### src/rtl/pc_sequencer_pkg.sv
// Shared types for the fetch PC sequencer.
//   mux_types_pkg     : pcMux, the next-PC source select (PC_SEQ, PC_BR, PC_JR, PC_J)
//   cpu_types_pkg     : pcseq_state_t, the sequencer FSM states
//   pc_sequencer_pkg  : perf counter width, saturating increment, flush decode
package mux_types_pkg;
  typedef enum logic [1:0] {
    PC_SEQ = 2'd0,
    PC_BR  = 2'd1,
    PC_JR  = 2'd2,
    PC_J   = 2'd3
  } pcMux;
endpackage

package cpu_types_pkg;
  typedef enum logic [1:0] {
    RUN        = 2'd0,
    REDIR_WAIT = 2'd1,
    DRAIN      = 2'd2,
    HALTED     = 2'd3
  } pcseq_state_t;
endpackage

package pc_sequencer_pkg;
  import mux_types_pkg::*;

  localparam int PERF_W = 32;

  function automatic logic [PERF_W-1:0] sat_inc(input logic [PERF_W-1:0] v, input logic en);
    return (en && (v != '1)) ? v + PERF_W'(1) : v;
  endfunction

  // {flush_ifid, flush_idex} for an applied redirect. A taken branch resolves
  // in EX, so both younger instructions (IF/ID and ID/EX) are wrong-path;
  // jumps resolve in ID and only kill the instruction behind them.
  function automatic logic [1:0] flush_of(input pcMux s);
    case (s)
      PC_BR:       return 2'b11;
      PC_JR, PC_J: return 2'b10;
      default:     return 2'b00;
    endcase
  endfunction
endpackage

### src/rtl/pc_sequencer_if.sv
// pc_sequencer_if: hazard/cache status in, PC and pipeline-register controls out.
//   master : the sequencer (reads status, drives pcEN/pcSel/stall/flush/halt)
//   slave  : the datapath side (drives status, consumes controls)
interface pc_sequencer_if;
  import mux_types_pkg::*;

  logic ihit, dmem_req, dhit, lu_hazard, br_taken_ex, jr_id, j_id, halt_id;
  logic pcEN;
  pcMux pcSel;
  logic stall_ifid, stall_idex, stall_exmem;
  logic flush_ifid, flush_idex;
  logic redirect_pend, halt;

  modport master (
    input  ihit, dmem_req, dhit, lu_hazard, br_taken_ex, jr_id, j_id, halt_id,
    output pcEN, pcSel, stall_ifid, stall_idex, stall_exmem, flush_ifid, flush_idex,
           redirect_pend, halt
  );

  modport slave (
    output ihit, dmem_req, dhit, lu_hazard, br_taken_ex, jr_id, j_id, halt_id,
    input  pcEN, pcSel, stall_ifid, stall_idex, stall_exmem, flush_ifid, flush_idex,
           redirect_pend, halt
  );
endinterface

### src/rtl/redirect_prio.sv
// redirect_prio: combinational priority encoder for PC redirects.
//   br_taken_ex, jr_id, j_id : redirect requests (branch in EX beats ID jumps)
//   sel                      : winning pcMux source (PC_SEQ when none)
//   valid                    : any redirect requested
module redirect_prio
  import mux_types_pkg::*;
(
  input  logic br_taken_ex,
  input  logic jr_id,
  input  logic j_id,
  output pcMux sel,
  output logic valid
);
  always_comb begin
    sel = PC_SEQ;
    if (br_taken_ex) sel = PC_BR;
    else if (jr_id)  sel = PC_JR;
    else if (j_id)   sel = PC_J;
  end

  assign valid = br_taken_ex | jr_id | j_id;
endmodule

### src/rtl/pc_sequencer.sv
// pc_sequencer: sole driver of the fetch PC enable/select, plus pipeline
// stall/flush controls and the halt drain sequence.
//   CLK, nRST : clock, asynchronous active-low reset (outputs forced idle while low)
//   sq        : pc_sequencer_if.master, status in / controls out
//   HALT_DRAIN: non-frozen cycles between HALT leaving ID and halt asserting
// Optional PC_SEQUENCER_PERF_EN adds stall_cycles, redirect_count, lu_bubbles
// (32-bit saturating counters).
module pc_sequencer
  import mux_types_pkg::*, cpu_types_pkg::*, pc_sequencer_pkg::*;
#(
  parameter int HALT_DRAIN = 3
) (
  input  logic CLK,
  input  logic nRST,
  pc_sequencer_if.master sq
`ifdef PC_SEQUENCER_PERF_EN
  ,
  output logic [PERF_W-1:0] stall_cycles,
  output logic [PERF_W-1:0] redirect_count,
  output logic [PERF_W-1:0] lu_bubbles
`endif
);
  localparam int CW = (HALT_DRAIN > 1) ? $clog2(HALT_DRAIN + 1) : 1;

  pcseq_state_t state, state_n;
  pcMux         pend, pend_n, rsel, sel_eff, pcsel;
  logic [CW-1:0] cnt, cnt_n;
  logic freeze, rvld, pcen, stalls, fl_ifid, fl_idex, rpend, hlt;

  assign freeze = (sq.dmem_req & ~sq.dhit) | ~sq.ihit;

  redirect_prio u_prio (
    .br_taken_ex (sq.br_taken_ex),
    .jr_id       (sq.jr_id),
    .j_id        (sq.j_id),
    .sel         (rsel),
    .valid       (rvld)
  );

  always_ff @(posedge CLK or negedge nRST) begin
    if (!nRST) begin
      state <= RUN;
      pend  <= PC_SEQ;
      cnt   <= '0;
    end else begin
      state <= state_n;
      pend  <= pend_n;
      cnt   <= cnt_n;
    end
  end

  always_comb begin
    state_n = state;
    pend_n  = pend;
    cnt_n   = cnt;
    sel_eff = pend;
    pcen    = 1'b0;
    pcsel   = PC_SEQ;
    stalls  = 1'b0;
    fl_ifid = 1'b0;
    fl_idex = 1'b0;
    rpend   = 1'b0;
    hlt     = 1'b0;
    unique case (state)
      RUN: begin
        if (freeze) begin
          stalls = 1'b1;
          pcsel  = rsel;
          if (rvld) begin
            // Pipeline is held, so the target stays valid; remember the source.
            pend_n  = rsel;
            rpend   = 1'b1;
            state_n = REDIR_WAIT;
          end
        end else if (rvld) begin
          pcsel              = rsel;
          pcen               = 1'b1;
          {fl_ifid, fl_idex} = flush_of(rsel);
        end else if (sq.lu_hazard) begin
          stalls  = 1'b0;
          fl_idex = 1'b1;
        end else if (sq.halt_id) begin
          fl_ifid = 1'b1;
          cnt_n   = CW'(HALT_DRAIN);
          state_n = DRAIN;
        end else begin
          pcen = 1'b1;
        end
      end
      REDIR_WAIT: begin
        rpend = 1'b1;
        // An EX branch is older than any pending ID jump and supersedes it.
        sel_eff = sq.br_taken_ex ? PC_BR : pend;
        pcsel   = sel_eff;
        if (freeze) begin
          stalls = 1'b1;
          pend_n = sel_eff;
        end else begin
          pcen               = 1'b1;
          {fl_ifid, fl_idex} = flush_of(sel_eff);
          pend_n             = PC_SEQ;
          state_n            = RUN;
        end
      end
      DRAIN: begin
        if (cnt == '0) begin
          hlt     = 1'b1;
          state_n = HALTED;
        end
        if (freeze) begin
          stalls = 1'b1;
        end else begin
          fl_ifid = 1'b1;
          if (cnt != '0) cnt_n = cnt - CW'(1);
        end
      end
      HALTED: hlt = 1'b1;
    endcase
    // Reset is asynchronous: hold every control idle while it is asserted.
    if (!nRST) begin
      pcen    = 1'b0;
      pcsel   = PC_SEQ;
      stalls  = 1'b0;
      fl_ifid = 1'b0;
      fl_idex = 1'b0;
      rpend   = 1'b0;
      hlt     = 1'b0;
    end
  end

  // A load-use bubble is the only non-frozen case that stalls IF/ID.
  logic lu_stall;
  assign lu_stall = (state == RUN) & ~freeze & ~rvld & sq.lu_hazard & nRST;

  assign sq.pcEN          = pcen;
  assign sq.pcSel         = pcsel;
  assign sq.stall_ifid    = stalls | lu_stall;
  assign sq.stall_idex    = stalls;
  assign sq.stall_exmem   = stalls;
  assign sq.flush_ifid    = fl_ifid;
  assign sq.flush_idex    = fl_idex;
  assign sq.redirect_pend = rpend;
  assign sq.halt          = hlt;

`ifdef PC_SEQUENCER_PERF_EN
  always_ff @(posedge CLK or negedge nRST) begin
    if (!nRST) begin
      stall_cycles   <= '0;
      redirect_count <= '0;
      lu_bubbles     <= '0;
    end else begin
      stall_cycles   <= sat_inc(stall_cycles, freeze);
      redirect_count <= sat_inc(redirect_count, pcen && (pcsel != PC_SEQ));
      lu_bubbles     <= sat_inc(lu_bubbles, lu_stall);
    end
  end
`endif
endmodule

### src/flat_wrapper.sv
// flat-port wrapper written by rule: the top's interface ports become plain ports
module pc_sequencer_flat import mux_types_pkg::*, cpu_types_pkg::*, pc_sequencer_pkg::*;
#(
  parameter int HALT_DRAIN = 3
)
  (CLK, nRST, sq_ihit, sq_dmem_req, sq_dhit, sq_lu_hazard, sq_br_taken_ex, sq_jr_id, sq_j_id, sq_halt_id, sq_pcEN, sq_pcSel, sq_stall_ifid, sq_stall_idex, sq_stall_exmem, sq_flush_ifid, sq_flush_idex, sq_redirect_pend, sq_halt);
  pc_sequencer_if sq_i ();
  input  logic CLK;
  input  logic nRST;
  input wire logic [$bits(sq_i.ihit)-1:0] sq_ihit;
  input wire logic [$bits(sq_i.dmem_req)-1:0] sq_dmem_req;
  input wire logic [$bits(sq_i.dhit)-1:0] sq_dhit;
  input wire logic [$bits(sq_i.lu_hazard)-1:0] sq_lu_hazard;
  input wire logic [$bits(sq_i.br_taken_ex)-1:0] sq_br_taken_ex;
  input wire logic [$bits(sq_i.jr_id)-1:0] sq_jr_id;
  input wire logic [$bits(sq_i.j_id)-1:0] sq_j_id;
  input wire logic [$bits(sq_i.halt_id)-1:0] sq_halt_id;
  output wire logic [$bits(sq_i.pcEN)-1:0] sq_pcEN;
  output wire logic [$bits(sq_i.pcSel)-1:0] sq_pcSel;
  output wire logic [$bits(sq_i.stall_ifid)-1:0] sq_stall_ifid;
  output wire logic [$bits(sq_i.stall_idex)-1:0] sq_stall_idex;
  output wire logic [$bits(sq_i.stall_exmem)-1:0] sq_stall_exmem;
  output wire logic [$bits(sq_i.flush_ifid)-1:0] sq_flush_ifid;
  output wire logic [$bits(sq_i.flush_idex)-1:0] sq_flush_idex;
  output wire logic [$bits(sq_i.redirect_pend)-1:0] sq_redirect_pend;
  output wire logic [$bits(sq_i.halt)-1:0] sq_halt;
  assign sq_i.ihit = sq_ihit;
  assign sq_i.dmem_req = sq_dmem_req;
  assign sq_i.dhit = sq_dhit;
  assign sq_i.lu_hazard = sq_lu_hazard;
  assign sq_i.br_taken_ex = sq_br_taken_ex;
  assign sq_i.jr_id = sq_jr_id;
  assign sq_i.j_id = sq_j_id;
  assign sq_i.halt_id = sq_halt_id;
  assign sq_pcEN = sq_i.pcEN;
  assign sq_pcSel = sq_i.pcSel;
  assign sq_stall_ifid = sq_i.stall_ifid;
  assign sq_stall_idex = sq_i.stall_idex;
  assign sq_stall_exmem = sq_i.stall_exmem;
  assign sq_flush_ifid = sq_i.flush_ifid;
  assign sq_flush_idex = sq_i.flush_idex;
  assign sq_redirect_pend = sq_i.redirect_pend;
  assign sq_halt = sq_i.halt;
  pc_sequencer #(.HALT_DRAIN(HALT_DRAIN)) u_core (.CLK(CLK), .nRST(nRST), .sq(sq_i));
endmodule
### config.mk
export PLATFORM = sky130hd
export DESIGN_NAME = pc_sequencer_flat
export DESIGN_NICKNAME = d
export VERILOG_FILES = /design/src/rtl/pc_sequencer_pkg.sv /design/src/rtl/pc_sequencer_if.sv /design/src/rtl/redirect_prio.sv /design/src/rtl/pc_sequencer.sv /design/src/flat_wrapper.sv
export SDC_FILE = /design/constraint.sdc
export NUM_CORES = 1
export LEC_CHECK = 0
export ABC_AREA = 1
export BUFFER_PORTS_ARGS = -buffer_cell sky130_fd_sc_hd__clkbuf_2
export CAP_MARGIN = 25
export CORE_ASPECT_RATIO = 1.1
export CORE_MARGIN = 2
export CORE_UTILIZATION = 45
export DETAILED_ROUTE_END_ITERATION = 10
export PLACE_DENSITY = 0.77
export SLEW_MARGIN = 20
export SYNTH_ARGS = -nofsm -noshare
export SYNTH_HDL_FRONTEND = slang
export SYNTH_HIERARCHICAL = 1
export SYNTH_SLANG_ARGS = --single-unit
### constraint.sdc
create_clock -name CLK -period 2.9 [get_ports CLK]
set_clock_uncertainty 0.05 [all_clocks]
set_input_delay 0.725 -clock CLK [delete_from_list [all_inputs] [get_ports CLK]]
set_output_delay 0.725 -clock CLK [all_outputs]
set_load 0.05 [all_outputs]
# ---- Yosys cells after proc, flatten, opt, wreduce, memory -nomap -nowiden
# Index checks and enable logic that the tools add are counted.
dict set report totals {
  register_bits 6
  word_cells 111
  out_inout_bits 10
  inputBits 10
}
dict set report op_classes {
  mux 59
  n_addsub 1
  n_reduce_logical 12
  eq_ne 23
  bitwise_logic 13
}
# cell count
set op_table {}
lappend op_table {{two-way mux 2 bit} 23}
lappend op_table {{two-way mux 1 bit} 25}
lappend op_table {{case mux 2 bit (2 select lines)} 5}
lappend op_table {{AND reduction 7 bit} 2}
lappend op_table {{equality test 2 bit (second input constant)} 6}
lappend op_table {{inequality test 2 bit (second input constant)} 6}
lappend op_table {{inequality test 3 x 2 -> 1 bit (second input constant)} 3}
lappend op_table {{inequality test 2 x 1 -> 1 bit (second input constant)} 4}
lappend op_table {{case mux 1 bit (2 select lines)} 4}
lappend op_table {{equality test 2 x 1 -> 1 bit (second input constant)} 3}
lappend op_table {{case mux 2 bit (3 select lines)} 1}
lappend op_table {{nonzero test 2 bit} 3}
lappend op_table {{AND 1 bit} 5}
lappend op_table {{logical NOT 2 bit} 2}
lappend op_table {{inverter 1 bit} 4}
lappend op_table {{OR 1 bit} 4}
lappend op_table {{OR reduction 2 bit} 2}
lappend op_table {{inequality test 3 bit (second input constant)} 1}
lappend op_table {{case mux 1 bit (3 select lines)} 1}
lappend op_table {{AND reduction 3 bit} 1}
lappend op_table {{nonzero test 3 bit} 1}
lappend op_table {{OR reduction 3 bit} 1}
lappend op_table {{subtractor 2 x 1 -> 2 bit (second input constant)} 1}

# ---- Depth between registers and ports, before layout
dict set report depth {
  ltp_word 10
  mapped_depth 10
}

# ---- Cells and area by module
# The synthesis kept the hierarchy.
# module cells_per_inst area_each_um2 seq_area_each_um2 n_inst
set by_module_without_submodules {}
lappend by_module_without_submodules {pc_sequencer 112 700.7 150.1 1}
lappend by_module_without_submodules {redirect_prio 7 28.8 0.0 1}

# ---- Worst setup path after synthesis
# OpenSTA, ideal clock, no wires.
dict set report synth_path {
  kind {input to output}
  startpoint {input sq_j_id}
  endpoint {output sq_flush_idex}
  slack_ns 0.101
  t_arrival_ns 2.024
  required_ns 2.125
  stages 7
  cell_sequence {nor2_2 -> nand2_1 -> inv_2 -> nand2_2 -> nand2_1 -> o21ai_0 -> a21oi_1}
}
# item line_no
set synth_lines {}
lappend synth_lines {{start, declared} flat_wrapper.sv:16} ;# input wire logic [$bits(sq_i.j_id)-1:0] sq_j_id;
lappend synth_lines {{OR 1 bit} redirect_prio.sv:21} ;# assign valid = br_taken_ex | jr_id | j_id;
lappend synth_lines {{via u_core.rvld} pc_sequencer.sv:28} ;# logic freeze, rvld, pcen, stalls, fl_ifid, fl_idex, rpend, hlt;
lappend synth_lines {{two-way mux 1 bit} pc_sequencer.sv:75} ;# end else if (rvld) begin
lappend synth_lines {{two-way mux 1 bit} pc_sequencer.sv:66} ;# if (freeze) begin
lappend synth_lines {{case mux 1 bit (2 select lines)} pc_sequencer.sv:64} ;# unique case (state)
lappend synth_lines {{two-way mux 1 bit} pc_sequencer.sv:120} ;# if (!nRST) begin
lappend synth_lines {{end, declared} flat_wrapper.sv:24} ;# output wire logic [$bits(sq_i.flush_idex)-1:0] sq_flush_idex;
# The timed path passes the listed nets, and every way through them passes these cells.

# ---- Worst setup path after layout
dict set report layout_path {
  startpoint {register u_core.state[1]}
  endpoint {output sq_flush_idex}
}
dict set report layout_between {
  elab_chain_len 3
}
# item line_no
set layout_rtl {}
lappend layout_rtl {{start, declared} pc_sequencer.sv:25} ;# pcseq_state_t state, state_n;
lappend layout_rtl {{start signal, assigned} pc_sequencer.sv:46} ;# state <= state_n;
lappend layout_rtl {{equality test 2 x 1 -> 1 bit or logical NOT 2 bit (tied branches)} n/a}
lappend layout_rtl {{case mux 1 bit (2 select lines) (*)} pc_sequencer.sv:64}
lappend layout_rtl {{two-way mux 1 bit (*)} pc_sequencer.sv:120}
# Mark *: on every way between the ends. The rest lies on a longest branch, timed or not.

==> run metrics <==
Reg2Reg Setup Slack=1310 ps; met3 Use GR=2.35%; min cycle time layout=2640 ps; post-synthesis sequential area ratio=20.6%; slowest cell delay on critical path=400 ps; # H-tree levels=1; postcts setup bufs=0; Root Driver=clkbuf_4; TritonCTS clock tree=done; total track usage=19.7%; deepest clock path buffer count=2; final setup fails=0; drt pass-1 iters=4; post-synth top area cell=dfrtp_1; Max-slew headroom=81.2%; Post-synth top flop=dfrtp_1; Pwr Density=929 nW/um2; DRC Markers=0; Hold Buf Count CTS=0; Die Footprint=1960 um2; I/O Buffers=19; cell with the most instances after synthesis=nand2_1; Final period util=90.9%; Vias/cell=5.16; max_cap viols=0; CP max FO=7; met1 GRT Util=25.8%; synth unique cells=22; measured slew at the worst slew-check pin=284 ps; delay-heaviest family, CP=buffers and inverters; grt peak-use layer=met2; Critical Path, Cell by Cell=inv_1 > ha_1 > buf_4 > nand2_2 > nand2_1 > o21ai_0 > a21oi_1 > clkbuf_2; RSZ-0062 raised after global routing=no; Via Count=815; layout net count=158; yosys warns=6; vias in the first global route=720; Syn Inst Count=119; Antenna diodes=0; I/O Pins=20; Fillers=147; Commonest cells post-synth=nand2_1, inv_1, nand3_1; CP required=2120 ps; Max Fclk=379 MHz; global-route wire length before repair=2.92 mm; Worst Setup Path Type=reg2out; initial antenna violation count=0; CP Buf/Inv Count=3; WL final=1.64 mm; Leak=0.500 nW; grt total ovfl=0; flops & latches, synth=6; Max VDD drop=0.000437 V; Startpoint Class=register; clock slew at reported path FFs=40 ps; clock sink total=6; CTS buffer count=3; Max Slew Vio Count=0; pin count of the biggest net entering global routing=10; share of layout cells above drive strength 1=26.2%; Worst Path Arrival=1860 ps; number of synthesized flops with an enable pin=0; GR Layer Usage met2=32.3%; share of the synthesized area in the top cell type=20.6%; Routed Antenna Nets=0; Sum Neg Setup Slack=0 ps; cts repair resizes=0; Starting Density=47.4%; hpwl dp=1.38 mm; Hold WC Path Type=in2async; status=complete, no violations; CP Capture Type=output pin; syn avg cell area=6.13 um2; CP max-delay cell=dfrtp_1; DR iter-0 viols=30; Post-Syn Area=729 um2; ys async rst share=100%; Core ar.=1540 um2; Final Util=56.2%; FP Rows=15; DIE HEIGHT=46.2 um; WL/cell=10.4 um; Syn Nets=134; gp weighted congestion=0.923; Area Growth Syn to Fin=18.5%; final-report hold violation count=0; synth top area cells=dfrtp_1, nand2_1, inv_1; die width=42.4 um; worst skew pair latency=240 ps
## worst reg2reg max path, stage by stage, from the launching register on
cell and delay (ps):
dfrtp_1 380, inv_1 70, ha_1 290, buf_4 200
nand2_1 80, nand3_1 90, nand3b_1 190, nand2_1 80
nand2_1 50
## path summary, 6_finish.rpt
path | cells after the start | from | to
min in group CLK | 2 | u_core/cnt[1] | u_core/cnt[1]
setup reg to reg | 8 | u_core/state[0] | u_core/cnt[1]
hold / removal | 2 | nRST | u_core/pend[0]
setup / recovery | 8 | u_core/state[1] | sq_flush_idex
max in group asynchronous | 2 | nRST | u_core/state[0]
hold reg to reg | 2 | u_core/cnt[1] | u_core/cnt[1]
## logic make-up after synthesis
| family | count (synthesis) | share of synthesized area, % |
|---|---|---|
| AND/OR/NAND/NOR | 66 | 41.9 |
| buffers and inverters | 22 | 12.9 |
| AO/OA/AOI/OAI | 20 | 16.1 |
| flip-flops | 6 | 20.6 |
| adder cells (fa/ha/maj) | 5 | 8.58 |
## flip-flops by register name, indices dropped and copies added, names as in the netlist
register / flops
u_core/cnt: 2
u_core/pend: 2
u_core/state: 2
## per-stage QoR
step	total power (W)	area [um2]	worst slack [ps]	instances	hold slack, ps
floorplan	0.000620	729	101	119	379
global placement	0.000718	842	330	155	413
detailed placement	0.000730	842	289	155	436
CTS	0.000810	865	239	158	342
global route	0.000901	865	49.1	158	361
finish	0.000804	865	264	158	350
## cell usage in the layout, fill, tap and decap left out, types with 4 or more instances in the layout
cell type | Yosys | routed
dfrtp_1 | 6 | 6
clkbuf_2 | 0 | 19
a21oi_1 | 8 | 8
nand2_2 | 5 | 5
inv_1 | 18 | 18
nor2_1 | 4 | 4
ha_1 | 5 | 5
nand3_1 | 13 | 13
o21ai_0 | 5 | 5
nand2_1 | 36 | 36
## where the power goes
part	leakage [nW]	switching [W]	internal, W
Sequential	0.0738	0.0000274	0.000126
Combinational	0.412	0.000388	0.000189
Clock	0.0138	0.0000265	0.0000466
Total	0.500	0.000442	0.000361
## final cells by class
type / instances / area, um2 / share of cell area (%)
inverter: 20 / 75.1 / 8.68
tap: 17 / 21.3 / 2.46
clock buffer: 3 / 22.5 / 2.60
multi-input combinational: 91 / 485 / 56.2
timing repair buffer: 21 / 110 / 12.7
sequential: 6 / 150 / 17.4
## per-layer routing
layer  vias up  part of all wire, %
met1       350                   44
li1        427                    -
met5         -                    0
met3         5                  6.7
met4         0                  1.2
met2        33                   49
Power figures use the tool's default switching activity.
